File: src/rtl/raster_plot_sink.sv
`default_nettype none
// ============================================================================
// Module      : raster_plot_sink
// Description : Three-stage plot sink for the raster scanners. A request is
//               taken in stage A, which issues its ROM address. Stage F waits
//               while the synchronous image ROM returns the colour word.
//               Stage O drives the shared VGA plot port and waits for
//               vga_grant. Off-screen pixels flow through O without plotting.
//               frame_done pulses once after the last pixel of a frame leaves O.
//
//               Build macro TRANSPARENT_KEY_EN: when it is defined, pixels
//               whose fetched colour equals KEY_COLOR are treated as
//               invisible. By default the macro is undefined.
//
// Ports       : CLK          clock
//               resetn       synchronous, active-low reset
//               in_valid     request present
//               in_ready     request accepted when in_valid is also high
//               in_x/in_y    pixel coordinates
//               in_addr      image ROM address of the pixel
//               in_last      final pixel of the frame
//               rom_addr     registered ROM address
//               rom_data     ROM word, valid one edge after rom_addr
//               plot         pixel write request
//               plot_x/_y    write coordinates
//               plot_colour  write colour
//               vga_grant    write performed when plot is also high
//               frame_done   one-cycle pulse after the last pixel completes
//
// Revision    : 1.0 - initial release
// ============================================================================
module raster_plot_sink #(
  parameter logic [7:0]         X_MAX     = 8'd159,
  parameter logic [6:0]         Y_MAX     = 7'd119,
  parameter int                 ADDR_W    = 15,
  parameter int                 COLOR_W   = 3,
  parameter logic [COLOR_W-1:0] KEY_COLOR = '0
) (
  input  logic               CLK,
  input  logic               resetn,
  input  logic               in_valid,
  output logic               in_ready,
  input  logic [7:0]         in_x,
  input  logic [6:0]         in_y,
  input  logic [ADDR_W-1:0]  in_addr,
  input  logic               in_last,
  output logic [ADDR_W-1:0]  rom_addr,
  input  logic [COLOR_W-1:0] rom_data,
  output logic               plot,
  output logic [7:0]         plot_x,
  output logic [6:0]         plot_y,
  output logic [COLOR_W-1:0] plot_colour,
  input  logic               vga_grant,
  output logic               frame_done
);

  // Stage A: address issued
  logic               r_a_valid;
  logic [7:0]         r_a_x;
  logic [6:0]         r_a_y;
  logic               r_a_last;
  logic               r_a_vis;

  // Stage F: ROM sampling
  logic               r_f_valid;
  logic [7:0]         r_f_x;
  logic [6:0]         r_f_y;
  logic               r_f_last;
  logic               r_f_vis;

  // Stage O: output (x/y/colour live directly in the plot_* registers)
  logic               r_o_valid;
  logic               r_o_last;
  logic               r_o_vis;

  // Skid register: while stalled, the ROM keeps re-reading A's address, so
  // F's own word must be captured on the first stalled edge or it is lost.
  logic [COLOR_W-1:0] r_skid;
  logic               r_skid_full;
  logic               r_frame_done;

  logic               w_stall;
  logic               w_vis_in;
  logic               w_complete;
  logic [COLOR_W-1:0] w_f_colour;
  logic               w_o_vis_next;

  assign plot       = r_o_valid && r_o_vis;
  assign w_stall    = plot && !vga_grant;
  assign in_ready   = !w_stall;
  assign w_complete = r_o_valid && !w_stall;
  assign frame_done = r_frame_done;

  // Unsigned compare at full port width: x values above X_MAX (up to 255)
  // are off-screen.
  assign w_vis_in   = (in_x <= X_MAX) && (in_y <= Y_MAX);

  // F's colour: the live ROM word unless a stall forced it into the skid.
  assign w_f_colour = r_skid_full ? r_skid : rom_data;

`ifdef TRANSPARENT_KEY_EN
  assign w_o_vis_next = r_f_vis && (w_f_colour != KEY_COLOR);
`else
  assign w_o_vis_next = r_f_vis;
  logic w_unused_key;
  assign w_unused_key = ^KEY_COLOR;
`endif

  always_ff @(posedge CLK) begin
    if (!resetn) begin
      r_a_valid    <= 1'b0;
      r_a_x        <= '0;
      r_a_y        <= '0;
      r_a_last     <= 1'b0;
      r_a_vis      <= 1'b0;
      rom_addr     <= '0;
      r_f_valid    <= 1'b0;
      r_f_x        <= '0;
      r_f_y        <= '0;
      r_f_last     <= 1'b0;
      r_f_vis      <= 1'b0;
      r_o_valid    <= 1'b0;
      r_o_last     <= 1'b0;
      r_o_vis      <= 1'b0;
      plot_x       <= '0;
      plot_y       <= '0;
      plot_colour  <= '0;
      r_skid       <= '0;
      r_skid_full  <= 1'b0;
      r_frame_done <= 1'b0;
    end else begin
      r_frame_done <= w_complete && r_o_last;

      if (!w_stall) begin
        // in_ready is high here, so any valid request is accepted
        r_a_valid <= in_valid;
        if (in_valid) begin
          r_a_x    <= in_x;
          r_a_y    <= in_y;
          r_a_last <= in_last;
          r_a_vis  <= w_vis_in;
          rom_addr <= in_addr;
        end

        r_f_valid <= r_a_valid;
        r_f_x     <= r_a_x;
        r_f_y     <= r_a_y;
        r_f_last  <= r_a_last;
        r_f_vis   <= r_a_vis;

        r_o_valid   <= r_f_valid;
        r_o_last    <= r_f_last;
        r_o_vis     <= w_o_vis_next;
        plot_x      <= r_f_x;
        plot_y      <= r_f_y;
        plot_colour <= w_f_colour;

        r_skid_full <= 1'b0;
      end else if (!r_skid_full) begin
        r_skid      <= rom_data;
        r_skid_full <= 1'b1;
      end
    end
  end

endmodule
`default_nettype wire

File: config.mk
export PLATFORM = sky130hd
export DESIGN_NAME = raster_plot_sink
export DESIGN_NICKNAME = d
export VERILOG_FILES = /design/src/rtl/raster_plot_sink.sv
export SDC_FILE = /design/constraint.sdc
export NUM_CORES = 1
export LEC_CHECK = 0
export BUFFER_PORTS_ARGS = -buffer_cell sky130_fd_sc_hd__buf_2
export CORE_MARGIN = 4
export CORE_UTILIZATION = 45
export DETAILED_ROUTE_END_ITERATION = 10
export PLACE_DENSITY = 0.72
export REMOVE_ABC_BUFFERS = 1
export SETUP_SLACK_MARGIN = 0.02
export SLEW_MARGIN = 20
export SYNTH_ARGS = -nofsm -noshare
export SYNTH_HDL_FRONTEND = slang
export SYNTH_SLANG_ARGS = --single-unit
File: constraint.sdc
create_clock -name CLK -period 1 [get_ports CLK]
set_input_delay 0.1 -clock CLK [delete_from_list [all_inputs] [get_ports CLK]]
set_output_delay 0.1 -clock CLK [all_outputs]
set_load 0.02 [all_outputs]
Word level (Yosys, flattened, before mapping)
Index checks and enable logic that the tools add are counted.
{"block": "totals", "regBits": 77, "latch_bits": 0, "mem_bits_rw": 0, "rom_bits": 0, "input_bits": 38, "elab_cells": 33, "memories": 0}
{"block": "classes", "n_addsub": 0, "n_mul": 0, "div": 0, "order_cmp": 2, "n_eq_ne": 0, "shifts": 0, "mux": 2, "n_bitwise": 1, "n_reduce_logical": 8}
{"operator": "$le 8x8->1 const B", "n": 1}
{"operator": "$le 7x7->1 const B", "n": 1}
{"operator": "$logic_and 1x1->1", "n": 5}
{"operator": "$mux 3", "n": 1}
{"operator": "$logic_not 1->1", "n": 2}
{"operator": "$reduce_and 2->1", "n": 1}
{"operator": "$mux 1", "n": 1}
{"operator": "$not 1->1", "n": 1}

Logic depth before layout (Yosys ltp)
Gate-level depths: netlist (run 1).
{"block": "logic_depth", "depth_word": 5, "ltp_mapped": 6}

Worst setup path after synthesis (run 1)
Ideal clock, no wire load.
{"block": "synth_path", "path_type": "register to register", "from": "register r_o_vis", "to": "register plot_colour[0]", "setup_time_ns": 0.116, "t_arrival_ns": 1.056, "required_time_ns": 0.884, "setup_slack_ns": -0.173, "path_stages_with_launch": 7, "n_path_buf": 2, "synth_period_minus_slack_ns": 1.173, "path_cell_list": "dfxtp_1 -> and3b_1 -> buf_6 -> inv_6 -> buf_2 -> nand2_1 -> o211a_1"}
{"block": "synth_via", "elab_chain_len": 2}
{"element": "start, declared", "line": "74", "text": "logic r_o_vis;"}
{"element": "start signal, assigned", "line": "153", "text": "r_o_vis <= w_o_vis_next;"}
{"element": "$logic_and 1x1->1", "line": "88", "text": "assign plot = r_o_valid && r_o_vis;"}
{"element": "$logic_and 1x1->1", "line": "89", "text": "assign w_stall = plot && !vga_grant;"}
{"element": "end signal, assigned", "line": "156", "text": "plot_colour <= w_f_colour;"}
{"element": "end, declared", "line": "52", "text": "output logic [COLOR_W-1:0] plot_colour,"}
Every way passes these cells.
A chain may end at the register's enable or synchronous reset.

Worst setup path in the final report (run 1)
{"block": "layout_path", "from": "register r_o_vis", "to": "output port in_ready"}
{"block": "layout_via", "elab_chain_len": 3}
{"element": "$logic_and 1x1->1", "line": "88"}
{"element": "$logic_and 1x1->1", "line": "89"}
{"element": "$logic_not 1->1"}
{"element": "end, declared", "line": "42", "text": "output logic in_ready,"}
Every way passes these cells.

==> results.md, run 1 <==
* Fin. Hold Viols at 0
* Slew margin rel. at 0.810
* Seq. cell area at 1550 um2
* Fin crit share at 1.29
* CP arrival at 1190 ps
* Final WL at 6390 um
* Unrepaired setup endpoints after global routing: true
* CTS max path bufs at 2
* Sinks on Clock Net at 77
* Area of the core at 6390 um2
* Failing checks: setup timing
* Worst-Margin Slew at 285 ps
* CTS tree: done
* Die Wd at 89.3 um
* Die Y-Extent at 89.3 um
* Status: complete, but fails checks
* Post-layout util at 0.640
* Placed Area at 3450 um2
* Clock Tree Root: clkbuf_8
* Nets at 470
* Top cell type's share of synthesized area at 0.519
* Library cells used by synthesis at 20
* Final WS setup at -288 ps
* Syn. warnings at 0
* Via count at 2,495
* Setup Skew at 5.87 ps
* Drc violations at 0
* PortBufs at 73
* H-tree depth at 3
* Startpoint Class: flop
* GRT overflow at 0
* CP max FO at 4
* Cell area after synthesis at 2970 um2
* Max-slew violations at 0
* CTS Buf Count at 9
* Synthesized area per cell at 8.95 um2
* Layout cells sized above 1 at 0.298
* Power per cell area at 1440 nW/um2
* Post-Syn Instances at 332
* Fmax at 776 MHz
* Worst skew pair latency at 330 ps
* Final Cell Area at 4090 um2
* WHS at 11.4 ps
* Leakage at 1.83 nW
* Critical path endpoint category: output port
* Initial Util at 0.466
* Boundary pin count at 74
* Crit path time final at 1290 ps
* # Max-Cap Violations at 0
* 1st-iter DRT viols at 101
* GRT Util Overall at 0.172
* Yosys reg bits at 77
* DP HPWL at 4090 um
* Largest cells by area after synthesis: dfxtp_1 (52%), nand2_1 (18%), mux2i_1 (12%), a21boi_0 (8.1%), buf_6 (1.5%)
* Peak VDD IR at 920 uV
* Via density at 4.86
* Global-route wire length before repair at 10,700 um
* First-pass DRT Iterations at 4
* Power Total at 5.90 mW
* Sequential area share after synthesis at 0.519
* Wire per inst at 12.5 um
* Initial antenna violation count at 0
* Worst Hold Class: input pin to flop
* Rows at 29
* Die Area at 7970 um2
* Clock slew at the register clock pins of the worst setup and hold paths at 70 ps
* Multi-input logic area at 1330 um2
* Synth-to-Final Area Change at 37.5%
* Largest net degree at the start of global routing at 60
* Count of final setup violators at 79
* Req. time, crit path at 900 ps
* Synth area leader: dfxtp_1
* Number of diodes at 0
* Vias in the first global route at 2,462
* Cell Count, Final, Fillers Out at 513
* Critical path type: flop to output port
* DRT antenna net count at 0
* GPL Wtd Cong at 0.759
* Fill cells at 515
* Cells after DPL at 474
-- layer usage --
layer	track usage	vias to the layer above	wire length [um]
met3	0.0488	8	409
met5	0	-	0
met1	0.216	1147	2900
met2	0.283	66	2980
met4	0.0609	0	101
li1	-	1274	-
-- critical path, stage by stage (launching register included) --
cell,delay (ps)
dfxtp_1,320
and3b_2,240
inv_6,50
buf_6,120
buf_6,120
-- synthesized netlist by cell type --
cell,instances
buf_4,3
buf_2,7
inv_1,1
and2_1,2
o21a_1,2
nand3_1,1
a21boi_0,32
and3b_1,1
buf_6,4
inv_6,1
mux2i_1,37
clkbuf_1,10
nor2_1,2
o211a_1,3
nand4_1,2
a21boi_1,4
nand2_4,1
dfxtp_1,77
o21ai_0,2
nand2_1,140
-- registers in the layout, summed over array words and instances, names as in the netlist --
register and flops:
plot_x 8, r_a_valid 1, r_a_vis 1, r_o_vis 1, r_o_valid 1, r_f_valid 1
r_skid_full 1, plot_y 7, r_o_last 1, r_a_y 7, r_f_vis 1, r_f_last 1
r_f_x 8, plot_colour 3, frame_done 1, r_a_last 1, r_skid 3, rom_addr 15
r_f_y 7, r_a_x 8
-- area by class of cell --
class / count / share of cell area
tap: 77 / 0.0236
clock buffer: 13 / 0.0364
clock inverter: 2 / 0.00245
inverter: 2 / 0.00306
multi-input combinational: 229 / 0.325
timing repair buffer: 113 / 0.231
sequential: 77 / 0.379
-- metrics by stage --
| stage | setup TNS (ps) | setup WS (ps) |
|---|---|---|
| after floorplan | -71290 | -1160 |
| after global placement | -6530 | -130 |
| after detailed placement | -9100 | -211 |
| after CTS | -15160 | -303 |
| after global routing | -18850 | -329 |
| final | -14910 | -288 |
-- placed cells by master, fill, tap and decap left out, types with 2 or more instances in the layout --
master,instances
nand2_2,7
a21boi_1,22
mux2i_1,37
dlygate4sd3_1,15
buf_6,11
buf_16,2
o211a_1,3
clkbuf_1,3
clkinv_2,2
buf_8,3
nand2_1,133
a21boi_0,10
dfxtp_2,5
buf_2,49
buf_12,4
buf_4,28
and2_1,2
nand4_1,2
dfxtp_1,72
a21boi_2,4
o21a_1,2
clkbuf_8,10
-- power by group --
group          internal, mW  switching (mW)
sequential             3.21          0.0710
clock                 0.951            1.01
combinational         0.340           0.320
-- final timing paths --
path | endpoint | slack, ps | cells after the start | startpoint
worst max-delay path | in_ready | -290 | 4 | r_o_vis$_SDFFE_PN0N_
worst min-delay path | r_a_x[4]$_SDFFE_PN0P_ | 10 | 3 | in_x[4]
worst max register to register | rom_addr[1]$_SDFFE_PN0P_ | -280 | 6 | r_o_vis$_SDFFE_PN0N_
worst min register to register | plot_y[3]$_SDFFE_PN0N_ | 440 | 2 | plot_y[3]$_SDFFE_PN0N_
-- kinds of logic after synthesis --
kind of cell,after synthesis,synth area share
simple gates,149,0.196
mux,37,0.125
flops,77,0.519
compound gates,43,0.109
buf+inv,26,0.0513
-- repair_timing --
action                     in CTS  in global routing
pin swaps                      12                  5
buffers inserted                6                  0
hold endpoints to repair       15                  0
hold buffers                   15                  0
cloned                          4                  0
setup endpoints to repair      80                101
gates resized for setup        44                 43
No activity file was read; power rests on OpenSTA's default activity.
==> inputs of run 2 (changes only) <==
- GPL_TIMING_DRIVEN: default -> 0
==> run 2 against run 1 <==
Effect of this change: the flow still finishes with violations (setup timing); global-route usage increased by 2.0 points; routed wire length grew 16%; combinational power fell by 0.8%; utilization grew 3.9 points; final cell count increased by 1.8%; first-iteration DRC count fell by 6.9%; clock power is 34% higher; fmax down 1.9%; clock skew about the same; non-clock buffer count grew 1; sequential cell count did not move; highest routed layer unchanged.
==> results.md, run 2 (same netlist as run 1, synthesis figures left out) <==
* GPL Wtd Cong at 0.695 (was 0.759)
* GRT overflow at 0 (unchanged)
* CTS Buf Count at 9 (unchanged)
* Boundary pin count at 74 (unchanged)
* Critical path type: flop to output port (unchanged)
* Nets at 478 (was 470)
* Most frequent cells in the layout: nand2_1 (126), dfxtp_1 (69), buf_2 (56) (was nand2_1 (133), dfxtp_1 (72), buf_2 (49))
* CTS max path bufs at 2 (unchanged)
* Worst r2r src: r_o_vis$_SDFFE_PN0N_ (unchanged)
* Path depth of the worst reg2reg path at 6 (unchanged)
* R2R Setup Slk at -300 ps (was -280 ps)
* Setup Skew at 5.64 ps (was 5.87 ps)
* First-pass DRT Iterations at 4 (unchanged)
* Worst Hold Class: input pin to flop (unchanged)
* Multi-input logic area at 1450 um2 (was 1330 um2)
* Power per cell area at 1510 nW/um2 (was 1440 nW/um2)
* H-tree depth at 3 (unchanged)
* Comb pwr share at 0.100 (was 0.112)
* Status: complete, but fails checks (unchanged)
* # Max-Cap Violations at 0 (unchanged)
* CP Buf/Inv Count at 3 (unchanged)
* Worst setup endpoint: in_ready (unchanged)
* 1st-iter DRT viols at 94 (was 101)
* Leakage at 2.01 nW (was 1.83 nW)
* Initial Util at 0.466 (unchanged)
* Most common cell after layout, fill and taps aside: nand2_1 (unchanged)
* Die Wd at 89.3 um (unchanged)
* Fin crit share at 1.31 (was 1.29)
* Clock Tree Root: clkbuf_8 (unchanged)
* Startpoint Class: flop (unchanged)
* DP HPWL at 3450 um (was 4090 um)
* DRT antenna net count at 0 (unchanged)
* Number of diodes at 0 (unchanged)
* CP max stage delay at 330 ps (was 320 ps)
* CP max FO at 7 (was 4)
* Synth-to-Final Area Change at 45.9% (was 37.5%)
* Rows at 29 (unchanged)
* Final WL at 7420 um (was 6390 um)
* Switching Share at 0.229 (was 0.238)
* Register share of total power at 0.499 (was 0.555)
* Number of flip-flops in the largest register at 15 (unchanged)
* WHS at 12.7 ps (was 11.4 ps)
* Fmax at 762 MHz (was 776 MHz)
* CTS tree: done (unchanged)
* Vias in the first global route at 2,495 (was 2,462)
* Crit path time final at 1310 ps (was 1290 ps)
* Worst skew pair latency at 340 ps (was 330 ps)
* Power Total at 6.57 mW (was 5.90 mW)
* Area of the core at 6390 um2 (unchanged)
* CP arrival at 1210 ps (was 1190 ps)
* PortBufs at 73 (unchanged)
* Peak VDD IR at 994 uV (was 920 uV)
* Max-slew violations at 0 (unchanged)
* Setup TNS at -18,020 ps (was -14,910 ps)
* Fill cells at 519 (was 515)
* Worst-Margin Slew at 495 ps (was 285 ps)
* GRT Util Overall at 0.193 (was 0.172)
* Critical Path Source: r_o_vis$_SDFFE_PN0N_ (unchanged)
* Drc violations at 0 (unchanged)
* Count of final setup violators at 79 (unchanged)
* Post-layout util at 0.679 (was 0.640)
* CP top delay family: flip-flops (unchanged)
* Seq. cell area at 1550 um2 (about the same)
* Global-route wire length before repair at 11,800 um (was 10,700 um)
* Slew margin rel. at 0.670 (was 0.810)
* Wire per inst at 14.2 um (was 12.5 um)
* Sinks on Clock Net at 77 (unchanged)
* Worst path cell trace: and3b_4 > buf_16 > inv_16 > buf_8 (was and3b_2 > inv_6 > buf_6 > buf_6)
* Die Y-Extent at 89.3 um (unchanged)
* Largest Register: rom_addr (unchanged)
* Via count at 2,548 (was 2,495)
* Failing checks: setup timing (unchanged)
* Req. time, crit path at 900 ps (about the same)
* Unrepaired setup endpoints after global routing: true (unchanged)
* Slowest-stage cell, CP: dfxtp_2 (was dfxtp_1)
* Via density at 4.88 (was 4.86)
* Reg2reg end: r_f_vis$_SDFFE_PN0N_ (was rom_addr[1]$_SDFFE_PN0P_)
* Fin. Hold Viols at 0 (unchanged)
* Initial antenna violation count at 0 (unchanged)
* Clock power frac at 0.401 (was 0.333)
* Layout cells sized above 1 at 0.335 (was 0.298)
* NetSw at 1.50 mW (was 1.41 mW)
* Die Area at 7970 um2 (unchanged)
* P_int at 5.06 mW (was 4.50 mW)
* Critical path endpoint category: output port (unchanged)
* Final WS setup at -313 ps (was -288 ps)
* Largest net degree at the start of global routing at 58 (was 60)
* Clock slew at the register clock pins of the worst setup and hold paths at 80 ps (was 70 ps)
* Critical path depth at 4 (unchanged)
## run 2: changes by cell type in the layout (fill, tap and decap cells not counted), sizes merged, moves of 2 or more
cell	change
buf	-9
bufinv	+2
dlygate4sd3	+8
inv	+4
nand2	+2
## run 2: metrics by stage
step           cell area, um2  setup WS (ps)  instances
6_report                 4340           -313        522
5_1_grt                  4340           -352        522
3_5_place_dp             3350           -959        460
3_3_place_gp             3290          -1900        458
2_1_floorplan            2830          -1160        308
4_1_cts                  4110           -314        518
## run 2: tightest hold or removal path: cells and delay by family
family	cells	cell delay, ps
buffers and inverters	1	100
and+or+nand+nor	1	50
muxes	1	50
## run 2: power by group through the flow
stage               Sequential, mW  Combinational (mW)  Clock [mW]
floorplan                     3.40               0.210           0
global route                  3.29               0.723        2.79
detailed placement            3.33               0.517           0
CTS                           3.27               0.618        2.67
finish                        3.28               0.654        2.63
global placement              3.33               0.501           0
## run 2: layer usage
layer  track usage  vias to the layer above  part of all wire
met5             0                        -                 0
li1              -                     1299                 -
met3        0.0433                        8             0.066
met4        0.0568                        0            0.0066
met2         0.334                       68              0.48
met1         0.239                     1173              0.44
## run 2: cell type report
type | count | area share
flip-flops and latches | 77 | 0.358
multi-input cells | 231 | 0.333
repair buffers | 114 | 0.215
clock buffers | 12 | 0.0358
well taps | 77 | 0.0222
clock inverters | 4 | 0.0162
repair inverters | 5 | 0.0147
inverters | 2 | 0.00548
## run 2: what timing repair did
action,4_1_cts,5_1_grt
gates cloned,8,2
pin swaps,7,24
hold buffers,23,0
hold endpoints to repair,23,0
setup endpoints to repair,79,89
buffers inserted,11,2
resized for setup,34,74
## run 2: worst min-delay path by stage
stage | start | to | slack (ps) | cells after the start
6_report | in_y[5] | r_a_y[5]$_SDFFE_PN0P_ | 10 | 3
3_3_place_gp | in_addr[2] | rom_addr[2]$_SDFFE_PN0P_ | 340 | 3
3_5_place_dp | in_x[0] | r_a_x[0]$_SDFFE_PN0P_ | 350 | 3
2_1_floorplan | resetn | r_o_valid$_SDFFE_PN0N_ | 220 | 1
5_1_grt | in_y[3] | r_a_y[3]$_SDFFE_PN0P_ | 20 | 3
4_1_cts | in_y[5] | r_a_y[5]$_SDFFE_PN0P_ | 0.1 | 3
==> inputs of run 3 (changes only) <==
- CTS_CLUSTER_DIAMETER: default -> 50
- PLACE_DENSITY: 0.72 -> default
- PLACE_DENSITY_LB_ADDON: default -> 0.2
==> run 3 against run 2 <==
Effect of this change: the run still ends with setup timing left; final cell count stayed put; utilization is 0.98 points lower; sequential cell count stayed put; cell area is 1.4% lower; power is 6.2% lower; global-route usage is 0.53 points higher; first-iteration DRC count is 11% higher; clock skew is 3.4 ps higher; critical path type unchanged; critical endpoint unchanged; largest cell class unchanged; largest power group unchanged.
==> results.md, run 3 (same netlist as run 1, synthesis figures left out) <==
* CP arrival at 1230 ps (was 1210 ps)
* PortBufs at 73 (unchanged)
* Status: complete, but fails checks (unchanged)
* Vias in the first global route at 2,388 (was 2,495)
* Fin crit share at 1.33 (was 1.31)
* Synth-to-Final Area Change at 43.8% (was 45.9%)
* Critical path type: flop to output port (unchanged)
* Die Wd at 89.3 um (unchanged)
* Seq. cell area at 1550 um2 (about the same)
* Unrepaired setup endpoints after global routing: true (unchanged)
* Wire per inst at 14.0 um (was 14.2 um)
* Largest Register: rom_addr (unchanged)
* Die Area at 7970 um2 (unchanged)
* Global-route wire length before repair at 11,800 um (about the same)
* Layout cells sized above 1 at 0.308 (was 0.335)
* Critical Path Source: r_o_valid$_SDFFE_PN0N_ (was r_o_vis$_SDFFE_PN0N_)
* Cells after DPL at 460 (unchanged)
* Final WS setup at -331 ps (was -313 ps)
* Number of flip-flops in the largest register at 15 (unchanged)
* Failing checks: setup timing (unchanged)
* GRT Util Overall at 0.198 (was 0.193)
* CTS max path bufs at 2 (unchanged)
* Power per cell area at 1440 nW/um2 (was 1510 nW/um2)
* Min-delay src: rom_data[1] (was in_y[5])
* Critical path endpoint category: output port (unchanged)
* DP HPWL at 3590 um (was 3450 um)
* Final WL at 7320 um (was 7420 um)
* Max-slew violations at 0 (unchanged)
* Number of diodes at 0 (unchanged)
* Peak VDD IR at 1370 uV (was 994 uV)
* WHS at 12.0 ps (was 12.7 ps)
* Initial Util at 0.466 (unchanged)
* Post-layout util at 0.669 (was 0.679)
* Via density at 4.93 (was 4.88)
* CP max FO at 6 (was 7)
* Setup Skew at 9.07 ps (was 5.64 ps)
* Die Y-Extent at 89.3 um (unchanged)
* First-pass DRT Iterations at 4 (unchanged)
* Via count at 2,571 (was 2,548)
* Slew margin rel. at 0.760 (was 0.670)
* Largest net degree at the start of global routing at 75 (was 58)
* Worst r2r src: r_o_valid$_SDFFE_PN0N_ (was r_o_vis$_SDFFE_PN0N_)
* Nets at 479 (was 478)
* Initial antenna violation count at 0 (unchanged)
* Fill cells at 523 (was 519)
* GPL Wtd Cong at 0.737 (was 0.695)
* Startpoint Class: flop (unchanged)
* GRT overflow at 0 (unchanged)
* Req. time, crit path at 900 ps (about the same)
* Sinks on Clock Net at 77 (unchanged)
* Placement Setup Slack at -1000 ps (was -959 ps)
* Rows at 29 (unchanged)
* Boundary pin count at 74 (unchanged)
* CP max stage delay at 350 ps (was 330 ps)
* Worst path cell trace: and3b_4 > buf_16 > inv_16 > buf_8 (unchanged)
* Cell Count, Final, Fillers Out at 522 (unchanged)
* Most frequent cells in the layout: nand2_1 (134), dfxtp_1 (68), buf_2 (44) (was nand2_1 (126), dfxtp_1 (69), buf_2 (56))
* Most common cell after layout, fill and taps aside: nand2_1 (unchanged)
* Area of the core at 6390 um2 (unchanged)
* Clock slew at the register clock pins of the worst setup and hold paths at 80 ps (about the same)
* H-tree depth at 3 (unchanged)
* Leakage at 1.88 nW (was 2.01 nW)
* CTS tree: done (unchanged)
* Crit path time final at 1330 ps (was 1310 ps)
* Clock Tree Root: clkbuf_8 (unchanged)
* Worst-Margin Slew at 359 ps (was 495 ps)
* Fmax at 751 MHz (was 762 MHz)
* Worst Hold Class: input pin to flop (unchanged)
* Count of final setup violators at 79 (unchanged)
* CTS Buf Count at 9 (unchanged)
* Slowest-stage cell, CP: dfxtp_2 (unchanged)
* Drc violations at 0 (unchanged)
* DRT antenna net count at 0 (unchanged)
* 1st-iter DRT viols at 104 (was 94)
* Fin. Hold Viols at 0 (unchanged)
* Worst skew pair latency at 340 ps (about the same)
* Multi-input logic area at 1390 um2 (was 1450 um2)
* # Max-Cap Violations at 0 (unchanged)
==> run 3: cell types whose count changed in the layout (fill, tap and decap cells not counted), moves of 4 or more <==
cell | before | now
nand2_4 | 7 | 2
a21boi_2 | 8 | 4
nand2_1 | 126 | 134
buf_4 | 22 | 36
buf_2 | 56 | 44
==> run 3: final cells by class <==
class / count / area share
repair buffers: 115 / 0.228
clock inverters: 5 / 0.0123
repair inverters: 5 / 0.0149
flip-flops and latches: 77 / 0.363
clock buffers: 10 / 0.0299
well taps: 77 / 0.0225
multi-input cells: 231 / 0.324
inverters: 2 / 0.00556
==> run 3: stage by stage <==
step | total power [mW] | TNS (ps) | instance area (um2)
floorplan | 3.61 | -71290 | 2830
global placement | 3.83 | -126550 | 3290
detailed placement | 3.86 | -52240 | 3350
CTS | 6.17 | -19000 | 4120
global route | 6.48 | -23410 | 4280
finish | 6.16 | -19400 | 4280
==> run 3: where the power goes <==
part / switching (mW) / internal [mW] / total [mW] / leakage (nW)
registers: 0.0720 / 3.20 / 3.28 / 0.635
logic: 0.327 / 0.341 / 0.669 / 1.16
clock network: 1.09 / 1.13 / 2.21 / 0.0919
total: 1.49 / 4.67 / 6.16 / 1.88
==> run 3: worst max-delay path, delay by kind of cell, from the launching register on <==
family	cells	cell delay [ps]
buffers and inverters	3	320
DFF	1	350
and+or+nand+nor	1	230
==> run 3: routing by layer <==
layer	up-vias	wire length [um]	global-route usage
met5	-	0	0
met4	0	100	0.0839
met3	8	463	0.0488
met2	71	3510	0.317
met1	1198	3240	0.254
li1	1294	-	-
==> run 3: path summary, 6_finish.rpt <==
| kind | end | slack [ps] | cells past startpoint |
|---|---|---|---|
| hold / removal | r_skid[1]$_SDFFE_PN0P_ | 10 | 3 |
| hold reg to reg | plot_y[0]$_SDFFE_PN0N_ | 450 | 2 |
| setup / recovery | in_ready | -330 | 4 |
| setup reg to reg | r_skid[2]$_SDFFE_PN0P_ | -310 | 6 |
==> run 3: repair_timing <==
action | in CTS | in global routing
cloned | 10 | 0
pin swaps | 3 | 7
hold buffers | 23 | 1
endpoints found under the hold margin | 23 | 1
setup buffers | 10 | 3
resized for setup | 42 | 60
endpoints found under the setup margin | 79 | 105
